--- config.mk ---
export PLATFORM = sky130hd
export DESIGN_NAME = bubble_sort_master
export DESIGN_NICKNAME = d
export VERILOG_FILES = /design/src/rtl/sort_pkg.sv /design/src/rtl/mem_master_port.sv /design/src/rtl/bubble_sort_master.sv
export SDC_FILE = /design/constraint.sdc
export NUM_CORES = 1
export LEC_CHECK = 0
export CAP_MARGIN = 5
export CORE_ASPECT_RATIO = 1.2
export CORE_MARGIN = 3
export CORE_UTILIZATION = 35
export DETAILED_ROUTE_END_ITERATION = 10
export PLACE_DENSITY = 0.53
export SYNTH_ARGS = -nofsm -noshare
export SYNTH_HDL_FRONTEND = slang
export SYNTH_SLANG_ARGS = --single-unit
--- constraint.sdc ---
create_clock -name clk -period 8.5 [get_ports clk]
set_clock_uncertainty 0.05 [all_clocks]
set_input_delay 1.7 -clock clk [delete_from_list [all_inputs] [get_ports clk]]
set_output_delay 1.7 -clock clk [all_outputs]
set_load 0.02 [all_outputs]
--- src/rtl/sort_pkg.sv ---
// Shared types for the bubble sort master: FSM state encoding and read response codes.
package sort_pkg;

  typedef enum logic [2:0] {
    IDLE,
    RD_ADDR,
    RD_DATA,
    CMP,
    WR_LO,
    WR_HI,
    NEXT,
    DONE
  } sort_state_e;

  localparam int RESP_OKAY = 0;

endpackage

--- src/rtl/mem_master_port.sv ---
// Request/acknowledge front end for the memory AR/R and AW/W channels.
// A single-cycle rd_req/wr_req launches a transaction; the ack pulses when it completes.
module mem_master_port
  import sort_pkg::*;
#(
  parameter int ADDR_WDTH = 4,
  parameter int DATA_WDTH = 32,
  parameter int RESP_WDTH = 1
) (
  input  logic                 clk,
  input  logic                 rst_n,
  input  logic                 rd_req,
  input  logic [ADDR_WDTH-1:0] rd_addr,
  output logic                 rd_ack,
  output logic [DATA_WDTH-1:0] rd_data,
  output logic                 rd_err,
  input  logic                 wr_req,
  input  logic [ADDR_WDTH-1:0] wr_addr,
  input  logic [DATA_WDTH-1:0] wr_data,
  output logic                 wr_ack,
  output logic                 ar_valid,
  input  logic                 ar_ready,
  output logic [ADDR_WDTH-1:0] ar_address,
  input  logic                 r_valid,
  output logic                 r_ready,
  input  logic [RESP_WDTH-1:0] r_resp,
  input  logic [DATA_WDTH-1:0] r_data,
  output logic                 aw_valid,
  input  logic                 aw_ready,
  output logic [ADDR_WDTH-1:0] aw_address,
  output logic                 w_valid,
  input  logic                 w_ready,
  output logic [DATA_WDTH-1:0] w_data
);

  logic                 ar_valid_q, r_ready_q, aw_valid_q, w_valid_q;
  logic                 aw_done_q, w_done_q;
  logic [ADDR_WDTH-1:0] ar_address_q, aw_address_q;
  logic [DATA_WDTH-1:0] w_data_q;
  logic                 ar_hs, r_hs, aw_hs, w_hs;

  assign ar_hs = ar_valid_q & ar_ready;
  assign r_hs  = r_valid & r_ready_q;
  assign aw_hs = aw_valid_q & aw_ready;
  assign w_hs  = w_valid_q & w_ready;

  assign rd_ack  = r_hs;
  assign rd_data = r_data;
  assign rd_err  = (r_resp != RESP_WDTH'(RESP_OKAY));
  // A write finishes once both halves are in, whichever order they arrived.
  assign wr_ack  = (aw_done_q | aw_hs) & (w_done_q | w_hs);

  always_ff @(posedge clk) begin
    if (!rst_n) begin
      ar_valid_q   <= 1'b0;
      r_ready_q    <= 1'b0;
      aw_valid_q   <= 1'b0;
      w_valid_q    <= 1'b0;
      aw_done_q    <= 1'b0;
      w_done_q     <= 1'b0;
      ar_address_q <= '0;
      aw_address_q <= '0;
      w_data_q     <= '0;
    end else begin
      if (ar_hs) begin
        ar_valid_q <= 1'b0;
        r_ready_q  <= 1'b1;
      end
      if (r_hs) r_ready_q <= 1'b0;
      if (rd_req) begin
        ar_valid_q   <= 1'b1;
        ar_address_q <= rd_addr;
      end

      if (aw_hs) aw_valid_q <= 1'b0;
      if (w_hs)  w_valid_q  <= 1'b0;
      if (wr_ack) begin
        aw_done_q <= 1'b0;
        w_done_q  <= 1'b0;
      end else begin
        if (aw_hs) aw_done_q <= 1'b1;
        if (w_hs)  w_done_q  <= 1'b1;
      end
      if (wr_req) begin
        aw_valid_q   <= 1'b1;
        w_valid_q    <= 1'b1;
        aw_address_q <= wr_addr;
        w_data_q     <= wr_data;
      end
    end
  end

  assign ar_valid   = ar_valid_q;
  assign ar_address = ar_address_q;
  assign r_ready    = r_ready_q;
  assign aw_valid   = aw_valid_q;
  assign aw_address = aw_address_q;
  assign w_valid    = w_valid_q;
  assign w_data     = w_data_q;

endmodule

--- src/rtl/bubble_sort_master.sv ---
// In-place bubble sort of memory words 0..LAST_ADDR, one transaction at a time,
// with early exit on a swap-free pass and abort on a read error.
module bubble_sort_master
  import sort_pkg::*;
#(
  parameter int ADDR_WDTH = 4,
  parameter int DATA_WDTH = 32,
  parameter int RESP_WDTH = 1,
  parameter int LAST_ADDR = 2**ADDR_WDTH - 1
) (
  input  logic                 clk,
  input  logic                 rst_n,
  input  logic                 start,
  output logic                 busy,
  output logic                 done,
  output logic                 err,
  output logic                 ar_valid,
  input  logic                 ar_ready,
  output logic [ADDR_WDTH-1:0] ar_address,
  input  logic                 r_valid,
  output logic                 r_ready,
  input  logic [RESP_WDTH-1:0] r_resp,
  input  logic [DATA_WDTH-1:0] r_data,
  output logic                 aw_valid,
  input  logic                 aw_ready,
  output logic [ADDR_WDTH-1:0] aw_address,
  output logic                 w_valid,
  input  logic                 w_ready,
  output logic [DATA_WDTH-1:0] w_data
);

  sort_state_e          state_q, state_d;
  logic [ADDR_WDTH-1:0] idx_q, idx_d, limit_q, limit_d, idx_p1;
  logic [DATA_WDTH-1:0] carry_q, carry_d, rd_b_q, rd_b_d;
  logic                 swapped_q, swapped_d, first_q, first_d, err_q, err_d;

  logic                 rd_req, rd_ack, rd_err, wr_req, wr_ack;
  logic [ADDR_WDTH-1:0] rd_addr, wr_addr;
  logic [DATA_WDTH-1:0] rd_data, wr_data;

  mem_master_port #(
    .ADDR_WDTH(ADDR_WDTH),
    .DATA_WDTH(DATA_WDTH),
    .RESP_WDTH(RESP_WDTH)
  ) u_port (
    .clk       (clk),
    .rst_n     (rst_n),
    .rd_req    (rd_req),
    .rd_addr   (rd_addr),
    .rd_ack    (rd_ack),
    .rd_data   (rd_data),
    .rd_err    (rd_err),
    .wr_req    (wr_req),
    .wr_addr   (wr_addr),
    .wr_data   (wr_data),
    .wr_ack    (wr_ack),
    .ar_valid  (ar_valid),
    .ar_ready  (ar_ready),
    .ar_address(ar_address),
    .r_valid   (r_valid),
    .r_ready   (r_ready),
    .r_resp    (r_resp),
    .r_data    (r_data),
    .aw_valid  (aw_valid),
    .aw_ready  (aw_ready),
    .aw_address(aw_address),
    .w_valid   (w_valid),
    .w_ready   (w_ready),
    .w_data    (w_data)
  );

  assign idx_p1 = idx_q + ADDR_WDTH'(1);

  always_ff @(posedge clk) begin
    if (!rst_n) begin
      state_q   <= IDLE;
      idx_q     <= '0;
      limit_q   <= '0;
      carry_q   <= '0;
      rd_b_q    <= '0;
      swapped_q <= 1'b0;
      first_q   <= 1'b0;
      err_q     <= 1'b0;
    end else begin
      state_q   <= state_d;
      idx_q     <= idx_d;
      limit_q   <= limit_d;
      carry_q   <= carry_d;
      rd_b_q    <= rd_b_d;
      swapped_q <= swapped_d;
      first_q   <= first_d;
      err_q     <= err_d;
    end
  end

  always_comb begin
    state_d   = state_q;
    idx_d     = idx_q;
    limit_d   = limit_q;
    carry_d   = carry_q;
    rd_b_d    = rd_b_q;
    swapped_d = swapped_q;
    first_d   = first_q;
    err_d     = err_q;
    rd_req    = 1'b0;
    rd_addr   = idx_p1;
    wr_req    = 1'b0;
    wr_addr   = idx_q;
    wr_data   = rd_b_q;

    case (state_q)
      IDLE: begin
        if (start) begin
          err_d = 1'b0;
          if (LAST_ADDR == 0) begin
            state_d = DONE;
          end else begin
            idx_d     = '0;
            limit_d   = ADDR_WDTH'(LAST_ADDR);
            swapped_d = 1'b0;
            first_d   = 1'b1;
            rd_req    = 1'b1;
            rd_addr   = '0;
            state_d   = RD_ADDR;
          end
        end
      end
      RD_ADDR: begin
        if (ar_valid && ar_ready) state_d = RD_DATA;
      end
      RD_DATA: begin
        if (rd_ack) begin
          if (rd_err) begin
            err_d   = 1'b1;
            state_d = DONE;
          end else if (first_q) begin
            // Pass start: the word at idx seeds carry, then fetch idx+1.
            carry_d = rd_data;
            first_d = 1'b0;
            rd_req  = 1'b1;
            rd_addr = idx_p1;
            state_d = RD_ADDR;
          end else begin
            rd_b_d  = rd_data;
            state_d = CMP;
          end
        end
      end
      CMP: begin
        if (carry_q > rd_b_q) begin
          wr_req    = 1'b1;
          wr_addr   = idx_q;
          wr_data   = rd_b_q;
          swapped_d = 1'b1;
          state_d   = WR_LO;
        end else begin
          carry_d = rd_b_q;
          state_d = NEXT;
        end
      end
      WR_LO: begin
        if (wr_ack) begin
          wr_req  = 1'b1;
          wr_addr = idx_p1;
          wr_data = carry_q;
          state_d = WR_HI;
        end
      end
      WR_HI: begin
        if (wr_ack) state_d = NEXT;
      end
      NEXT: begin
        if (idx_p1 < limit_q) begin
          idx_d   = idx_p1;
          rd_req  = 1'b1;
          rd_addr = idx_p1 + ADDR_WDTH'(1);
          state_d = RD_ADDR;
        end else if (!swapped_q || limit_q == ADDR_WDTH'(1)) begin
          state_d = DONE;
        end else begin
          limit_d   = limit_q - ADDR_WDTH'(1);
          idx_d     = '0;
          swapped_d = 1'b0;
          first_d   = 1'b1;
          rd_req    = 1'b1;
          rd_addr   = '0;
          state_d   = RD_ADDR;
        end
      end
      DONE: state_d = IDLE;
      default: state_d = IDLE;
    endcase
  end

  assign busy = (state_q != IDLE);
  assign done = (state_q == DONE);
  assign err  = err_q;

endmodule
# Word-level counts from Yosys, hierarchy flattened
# Index checks and enable logic that the tools add are counted.
# totals
reg_bits,124
out_inout_bits,47
word_cells,138
# classes
n_addsub,3
magnitude_cmp,2
eq_ne,21
n_mux,62
n_bitwise,10
reduce_logical,23
# op_table
cell,n
32-bit two-way mux,6
32-bit case mux with 2 select lines,1
4-bit two-way mux,11
32-bit greater-than comparator,1
1-bit two-way mux,25
3-bit two-way mux,8
3-bit case mux with 8 select lines,1
4-bit case mux with 2 select lines,3
"2-bit inequality test, second input constant",10
5-bit AND reduction,3
"3-bit equality test, second input constant",4
4-bit AND reduction,3
2-bit nonzero test,6
1-bit case mux with 3 select lines,3
3-bit nonzero test,3
"4-bit by 1-bit adder with 4-bit output, second input constant",2
"3-bit by 2-bit equality test with 1-bit output, second input constant",2
6-bit AND reduction,1
1-bit AND,5
"4-bit by 1-bit equality test with 1-bit output, second input constant",1
4-bit < comparator,1
2-bit two-way mux,2
"2-bit by 1-bit inequality test with 1-bit output, second input constant",2
1-bit case mux with 2 select lines,2
other kinds (11),15

# Logic depth before layout (Yosys ltp)
# Gate-level depths: netlist (run 1).
# depth
depth_word,6
mapped_depth,12
depth_no_buf,10

# Hierarchy
# From an unflattened synthesis (run 1), not the netlist that was laid out.
# unflattened
cells_unflattened,863
area_unflattened_um2,6960.4
# modules_own_cells
module,instances,cells_per_inst,area_each_um2,seq_area_each_um2
bubble_sort_master,1,679,4967.3,1561.5
mem_master_port,1,184,1993.2,920.9

# Worst setup path after synthesis (run 1)
# Ideal clock, no wire load.
# synth_path
path_kind,input -> register
startpoint,in w_ready
endpoint,reg u_port.w_data_q[21] (netlist: u_port.w_data[21])
arrival_ps,3078
path_slack_ps,5298
stages,7
cell_sequence,a21oi_1 -> or2_2 -> or3_1 -> clkbuf_1 -> clkbuf_1 -> clkbuf_1 -> a31oi_1
# synth_via
elab_chain_cells,5
elab_cells_between_ends,7
classes_between,4 x mux; 3 x bitwise
# synth_lines
item,line_no,rtl
start: declaration,bubble_sort_master.sv:28,"input logic w_ready,"
1-bit AND *,mem_master_port.sv:45,assign w_hs = w_valid_q & w_ready;
1-bit bitwise OR *,mem_master_port.sv:51,assign wr_ack = (aw_done_q | aw_hs) & (w_done_q | w_hs);
1-bit AND *,mem_master_port.sv:51,
1-bit two-way mux or 32-bit two-way mux (tied branches),bubble_sort_master.sv:162,if (wr_ack) begin
1-bit case mux with 2 select lines or 32-bit two-way mux (tied branches),n/a,
end signal: assignment,mem_master_port.sv:88,w_data_q <= wr_data;
end: declaration,mem_master_port.sv:39,logic [DATA_WDTH-1:0] w_data_q;
# Mark *: on every way between the ends. The rest lies on a longest branch, timed or not.
# A chain may end at the register's enable or synchronous reset.

# Final worst setup path (run 1)
# layout_path
startpoint,in w_ready
endpoint,reg u_port.aw_address_q[2] (netlist: u_port.aw_address[2])
# layout_via
elab_chain_cells,5
elab_cells_between_ends,7
classes_between,4 x mux; 3 x bitwise
# layout_lines
item,line_no,rtl
1-bit AND *,mem_master_port.sv:45,
1-bit bitwise OR *,mem_master_port.sv:51,
1-bit AND *,mem_master_port.sv:51,
1-bit two-way mux or 4-bit two-way mux (tied branches),bubble_sort_master.sv:162,
1-bit case mux with 2 select lines or 4-bit two-way mux (tied branches),n/a,
end signal: assignment,mem_master_port.sv:87,aw_address_q <= wr_addr;
end: declaration,mem_master_port.sv:38,"logic [ADDR_WDTH-1:0] ar_address_q, aw_address_q;"
# Marks and branches as above.

==> out/metrics.csv, run 1 <==
stage;metric;value;unit
critical_path;startpoint_type;input pin;
clocking;clk_pin_slew;50;ps
clocking;cts_resized;0;
timing;max_freq;261;MHz
timing;drv_slew;0;
global_routing;antenna_found_initial;0;
logic_synthesis;synthCells;861;
logic_synthesis;synth_most_common_cell;nand2_1;
place;dp_hpwl;11.8;mm
power;finalPower;1.70;mW
global_routing;grt_pass1_vias;5655;
critical_path;crit_fanout;70;
timing;rsz0062_at_grt;false;
power;p_sw;0.465;mW
worst_hold_path;worstHoldPathType;flip-flop to flip-flop;
global_routing;grt_start_max_net_pins;112;
routing;drc;0;
final_layout;fillers;1847;
logic_synthesis;yosysWarnings;0;
floorplanning;dieArea;20700;sq um
logic_synthesis;synth_area;6650;sq um
logic_synthesis;synth_seq_cells;124;
clocking;clock-root-buffer;clkbuf_16;
power;p_comb_frac;0.173;
final_layout;nets;989;
place;place_area;7620;sq um
global_routing;grt_pass1_wl;29.7;mm
clocking;h-tree-depth;4;
place;dpl.cell_count;1143;
logic_synthesis;synth-main-ff-cell;dfxtp_1;
logic_synthesis;synth_nets;940;
place;port_buffers;86;
logic_synthesis;synth.avg_cell_area;7.73;sq um
final_layout;multiInputGateArea;3740;sq um
final_layout;final_util;0.446;
critical_path;required;8790;ps
power;seqPwrFrac;0.371;
routing;first_pass_iters;4;
global_routing;grt_util_all_layers;0.178;
floorplanning;io_pins;87;
floorplanning;core;18400;sq um
logic_synthesis;synth_area_leaders;dfxtp_1, nand2_1, ha_1;
global_routing;grt_overflow;0;
place;gp_congestion;0.800;
timing;maxSlewHeadroom;0.237;
routing;ant_nets;0;
clocking;insertion_delay;420;ps
power;peakVddDrop;0.000121;V
clocking;cts_max_path_buffers;2;
final_layout;fin_cells;1173;
clocking;tritoncts;done;
logic_synthesis;synth.top_cell.area_share;0.373;
power;clockPowerShare;0.456;
clocking;cts_buffers;17;
final_layout;ff_latch_area;2480;sq um
critical_path;crit_type;input pin to flip-flop;
power;swShare;0.274;
routing;drt_iter0_drc;397;
logic_synthesis;ys_seq_area_frac;0.373;
power;power_leakage;2.95;nW
floorplanning;row_count;54;
logic_synthesis;synth_cell_types;54;
floorplanning;chipWidth;132;microns
final_layout;syn2layout_area_growth;23.8;%
floorplanning;die_y;157;microns
critical_path;end_kind;flip-flop;
routing;routedWlPerCell;15.7;microns
final_layout;fin_area;8240;sq um
power;cellPowerDensity;206;nW/um^2
logic_synthesis;ys_async_sr_fraction;0;
final_layout;drive_gt1_frac;0.0554;
floorplanning;start_util;0.361;
routing;vias_per_cell;5.21;
clocking;cts_sinks;124;
clocking;post-cts-setup-buffers;0;
logic_synthesis;yosys.area.top_type;dfxtp_1;
logic_synthesis;yosys-top-cells-count;nand2_1, dfxtp_1, o21ai_0, a21oi_1, clkbuf_1;
routing;num_vias;6115;
clocking;hold_buffers;0;
timing;post-route-min-period;3830;ps
timing;worstMarginPinSlew;1140;ps
routing;wirelength;18.4;mm
critical_path;arrival;4120;ps
timing;fin_setup_tns;0;ps
logic_synthesis;synth_edf_count;0;
outcome;outcome;completed;
power;internal_power;1.23;mW
timing;hold_viol_final;0;
timing;period_share;0.450;
timing;final-setup-viol-count;0;
final_layout;diodes;0;
run;max_cap_viol_count;0;
-- final cells by class --
| class | count | area share |
|---|---|---|
| Multi-Input combinational cell | 628 | 0.455 |
| Sequential cell | 124 | 0.301 |
| Timing Repair Buffer | 92 | 0.109 |
| Clock buffer | 23 | 0.0580 |
| Tap cell | 252 | 0.0383 |
| Inverter | 47 | 0.0214 |
| Clock inverter | 7 | 0.0167 |
-- through the flow --
stage,worst slack (ps),hold WS (ps)
after floorplan,5300,384
after global placement,4250,392
after detailed placement,4240,396
after CTS,4680,404
after global routing,4480,420
final,4670,401
-- cells in the final DEF, fill, tap and decap left out, drive strengths merged, types with 5 or more instances in the layout --
cell,count
nor3,9
inv,47
a31oi,42
nor2b,5
o21ai,83
buf,7
clkbuf,23
dfxtp,124
nand2,183
a22oi,5
nand3,44
ha,39
nand2b,7
clkdlybuf4s50,85
nand4,9
nor2,22
xnor2,5
a21oi,60
a21o,31
mux2i,33
-- state kept, by name, indices dropped and copies added, names as in the netlist --
| register | cells |
|---|---|
| carry_q | 32 |
| rd_b_q | 32 |
| u_port.w_data | 32 |
| idx_q | 4 |
| limit_q | 4 |
| u_port.ar_address | 4 |
| u_port.aw_address | 4 |
| state_q | 3 |
| err | 1 |
| first_q | 1 |
| swapped_q | 1 |
| u_port.ar_valid | 1 |
| u_port.aw_done_q | 1 |
| u_port.aw_valid | 1 |
| u_port.r_ready | 1 |
| u_port.w_done_q | 1 |
| u_port.w_valid | 1 |
-- power by group through the flow --
stage | Clock (mW) | Sequential (mW) | Combinational [mW]
2_1_floorplan | 0 | 0.637 | 0.200
3_3_place_gp | 0 | 0.643 | 0.294
3_5_place_dp | 0 | 0.642 | 0.293
4_1_cts | 0.788 | 0.630 | 0.296
5_1_grt | 0.815 | 0.634 | 0.327
6_report | 0.774 | 0.631 | 0.294
-- critical path, cell delays in order --
cell,delay [ps]
clkdlybuf4s50_1,480
a21oi_1,80
or2_2,340
or3_2,950
nor3_1,320
o31ai_1,120
o211ai_1,130
-- cell families after synthesis --
family | count (synthesis) | share of synthesized area
xor gates and xnor gates | 5 | 0.00658
adders and majority gates | 39 | 0.0733
DFF | 124 | 0.373
and+or+nand+nor | 296 | 0.194
buffers and inverters | 109 | 0.0686
muxes | 34 | 0.0513
AOI/OAI and AO/OA | 254 | 0.233
-- metal layers --
| layer | vias to the layer above | global-route usage | share of wire |
|---|---|---|---|
| met1 | 2847 | 0.230 | 0.48 |
| met4 | 0 | 0.0600 | 0.017 |
| li1 | 3119 | - | - |
| met5 | - | 0 | 0 |
| met3 | 26 | 0.0416 | 0.038 |
| met2 | 123 | 0.296 | 0.47 |
-- path summary, 6_finish.rpt --
check                                 from              endpoint  slack (ps)  depth (start not counted)
worst max-delay path               w_ready  u_port.aw_address[2]        4670                          7
worst max register to register  rd_b_q[11]       u_port.aw_valid        5140                          9
worst min-delay path            rd_b_q[16]            rd_b_q[16]         400                          2
worst min register to register  rd_b_q[16]            rd_b_q[16]         400                          2
Power figures use the tool's default switching activity.
==> run 2, diff against run 1 <==
Settings changed: PLACE_DENSITY 0.53 to 0.55.
Clock period 8.5 ns to 3.3 ns, I/O delays scaled along.
==> out/metrics.csv, run 2 (synthesis gave the netlist of run 1 again) <==
stage;metric;value;unit
outcome;outcome;completed;
worst_hold_path;worstHoldStart;rd_b_q[21];
power;p_comb_frac;0.186;
timing;max_freq;336;MHz
final_layout;diodes;0;
power;p_sw;1.20;mW
routing;drc;0;
place;dpl.cell_count;1162;
routing;drt_iter0_drc;514;
timing;final-setup-viol-count;0;
global_routing;grt_pass1_wl;31.5;mm
place;port_buffers;86;
final_layout;nets;1008;
timing;maxSlewHeadroom;0.404;
clocking;cts_sinks;124;
timing;post-route-min-period;2980;ps
timing;rsz0062_at_grt;false;
power;finalPower;4.37;mW
routing;first_pass_iters;5;
global_routing;grt_pass1_vias;6028;
floorplanning;start_util;0.361;
clocking;cts_buffers;17;
power;swShare;0.273;
clocking;insertion_delay;430;ps
clocking;h-tree-depth;4;
floorplanning;die_y;157;microns
floorplanning;dieArea;20700;sq um
critical_path;startpoint_type;flip-flop;
critical_path;arrival;3270;ps
floorplanning;core;18400;sq um
power;internal_power;3.18;mW
floorplanning;row_count;54;
clocking;post-cts-setup-buffers;0;
clocking;clock-root-buffer;clkbuf_16;
clocking;tritoncts;done;
final_layout;fillers;1848;
critical_path;required;3600;ps
timing;hold_viol_final;0;
floorplanning;io_pins;87;
final_layout;drive_gt1_frac;0.0732;
critical_path;cp-startpoint;rd_b_q[30];
final_layout;fin_cells;1194;
critical_path;crit_fanout;38;
worst_hold_path;worstHoldPathType;flip-flop to flip-flop;
final_layout;layout_commonest_cell;nand2_1;
power;seqPwrFrac;0.370;
final_layout;mostFrequentLayoutCells;nand2_1, dfxtp_1, clkdlybuf4s50_1, o21ai_0, a21oi_1;
power;peakVddDrop;0.000363;V
routing;wirelength;18.9;mm
global_routing;antenna_found_initial;0;
power;power_leakage;3.04;nW
timing;fin_setup_tns;0;ps
routing;routedWlPerCell;15.8;microns
critical_path;end_kind;flip-flop;
routing;num_vias;6199;
run;max_cap_viol_count;0;
global_routing;grt_util_all_layers;0.188;
clocking;cts_resized;0;
global_routing;grt_overflow;0;
routing;ant_nets;0;
clocking;hold_buffers;0;
floorplanning;chipWidth;132;microns
routing;vias_per_cell;5.19;
critical_path;r2r_start;rd_b_q[30];
timing;period_share;0.902;
clocking;clk_pin_slew;60;ps
place;dp_hpwl;12.5;mm
power;cellPowerDensity;521;nW/um^2
clocking;cts_max_path_buffers;2;
final_layout;syn2layout_area_growth;26.2;%
power;clockPowerShare;0.444;
critical_path;crit_type;flip-flop to flip-flop;
global_routing;grt_start_max_net_pins;112;
timing;drv_slew;0;
place;gp_congestion;0.848;
timing;worstMarginPinSlew;893;ps
==> run 2: changes by cell type in the layout (fill, tap and decap cells not counted) <==
cell / previous run / this run
buf_12: 0 / 3
buf_4: 6 / 22
bufinv_16: 4 / 3
clkbuf_1: 3 / 5
clkbuf_8: 3 / 4
nand2b_1: 6 / 7
nand2b_2: 1 / 0
nor4_2: 0 / 1
nor4_4: 1 / 0
==> run 2: power groups by stage <==
stage	clock (mW)	sequential (mW)	combinational [mW]
6_report	1.94	1.62	0.814
5_1_grt	2.03	1.63	0.912
4_1_cts	1.98	1.62	0.816
3_5_place_dp	0	1.65	0.810
3_3_place_gp	0	1.65	0.811
2_1_floorplan	0	1.64	0.514
==> run 2: worst max-delay path, cell delays in order, from the launching register on <==
cell	delay (ps)
dfxtp_1	330
inv_1	70
ha_1	330
nand4_2	160
or4_4	580
or3_1	370
a31o_4	370
buf_4	270
a21o_1	190
a31oi_1	160
==> run 2: cell type report <==
class                      count  area [sq um]  share of cell area
multi-input combinational    628          3730               0.445
sequential                   124          2480               0.296
timing repair buffer         111          1080               0.129
clock buffer                  26           499              0.0595
tap                          252           315              0.0376
inverter                      47           176              0.0210
clock inverter                 6           108              0.0128
==> run 2: layer usage <==
layer / GRT usage / wire (microns)
met1: 0.244 / 8610
met2: 0.308 / 8860
met3: 0.0441 / 1030
met4: 0.0670 / 365
met5: 0 / 0
==> run 2: metrics by stage <==
step,util,instance area [sq um],hold slack (ps),worst slack [ps]
4_1_cts,0.455,8400,404,332
6_report,0.455,8400,403,322
3_3_place_gp,0.422,7790,393,362
3_5_place_dp,0.422,7790,398,335
2_1_floorplan,-,6650,384,612
5_1_grt,0.455,8400,422,65.6
==> run 2: worst paths after layout <==
| kind | end | slack (ps) | depth (start not counted) |
|---|---|---|---|
| max | u_port.w_data[30] | 320 | 9 |
| min | rd_b_q[21] | 400 | 2 |
| max reg2reg | u_port.w_data[30] | 320 | 9 |
| min reg2reg | rd_b_q[21] | 400 | 2 |
==> run 3, diff against run 2 <==
Settings changed: TNS_END_PERCENT set to 5.
==> results of run 3 <==
The final DEF is identical to that of run 2; final timing and power are the same.
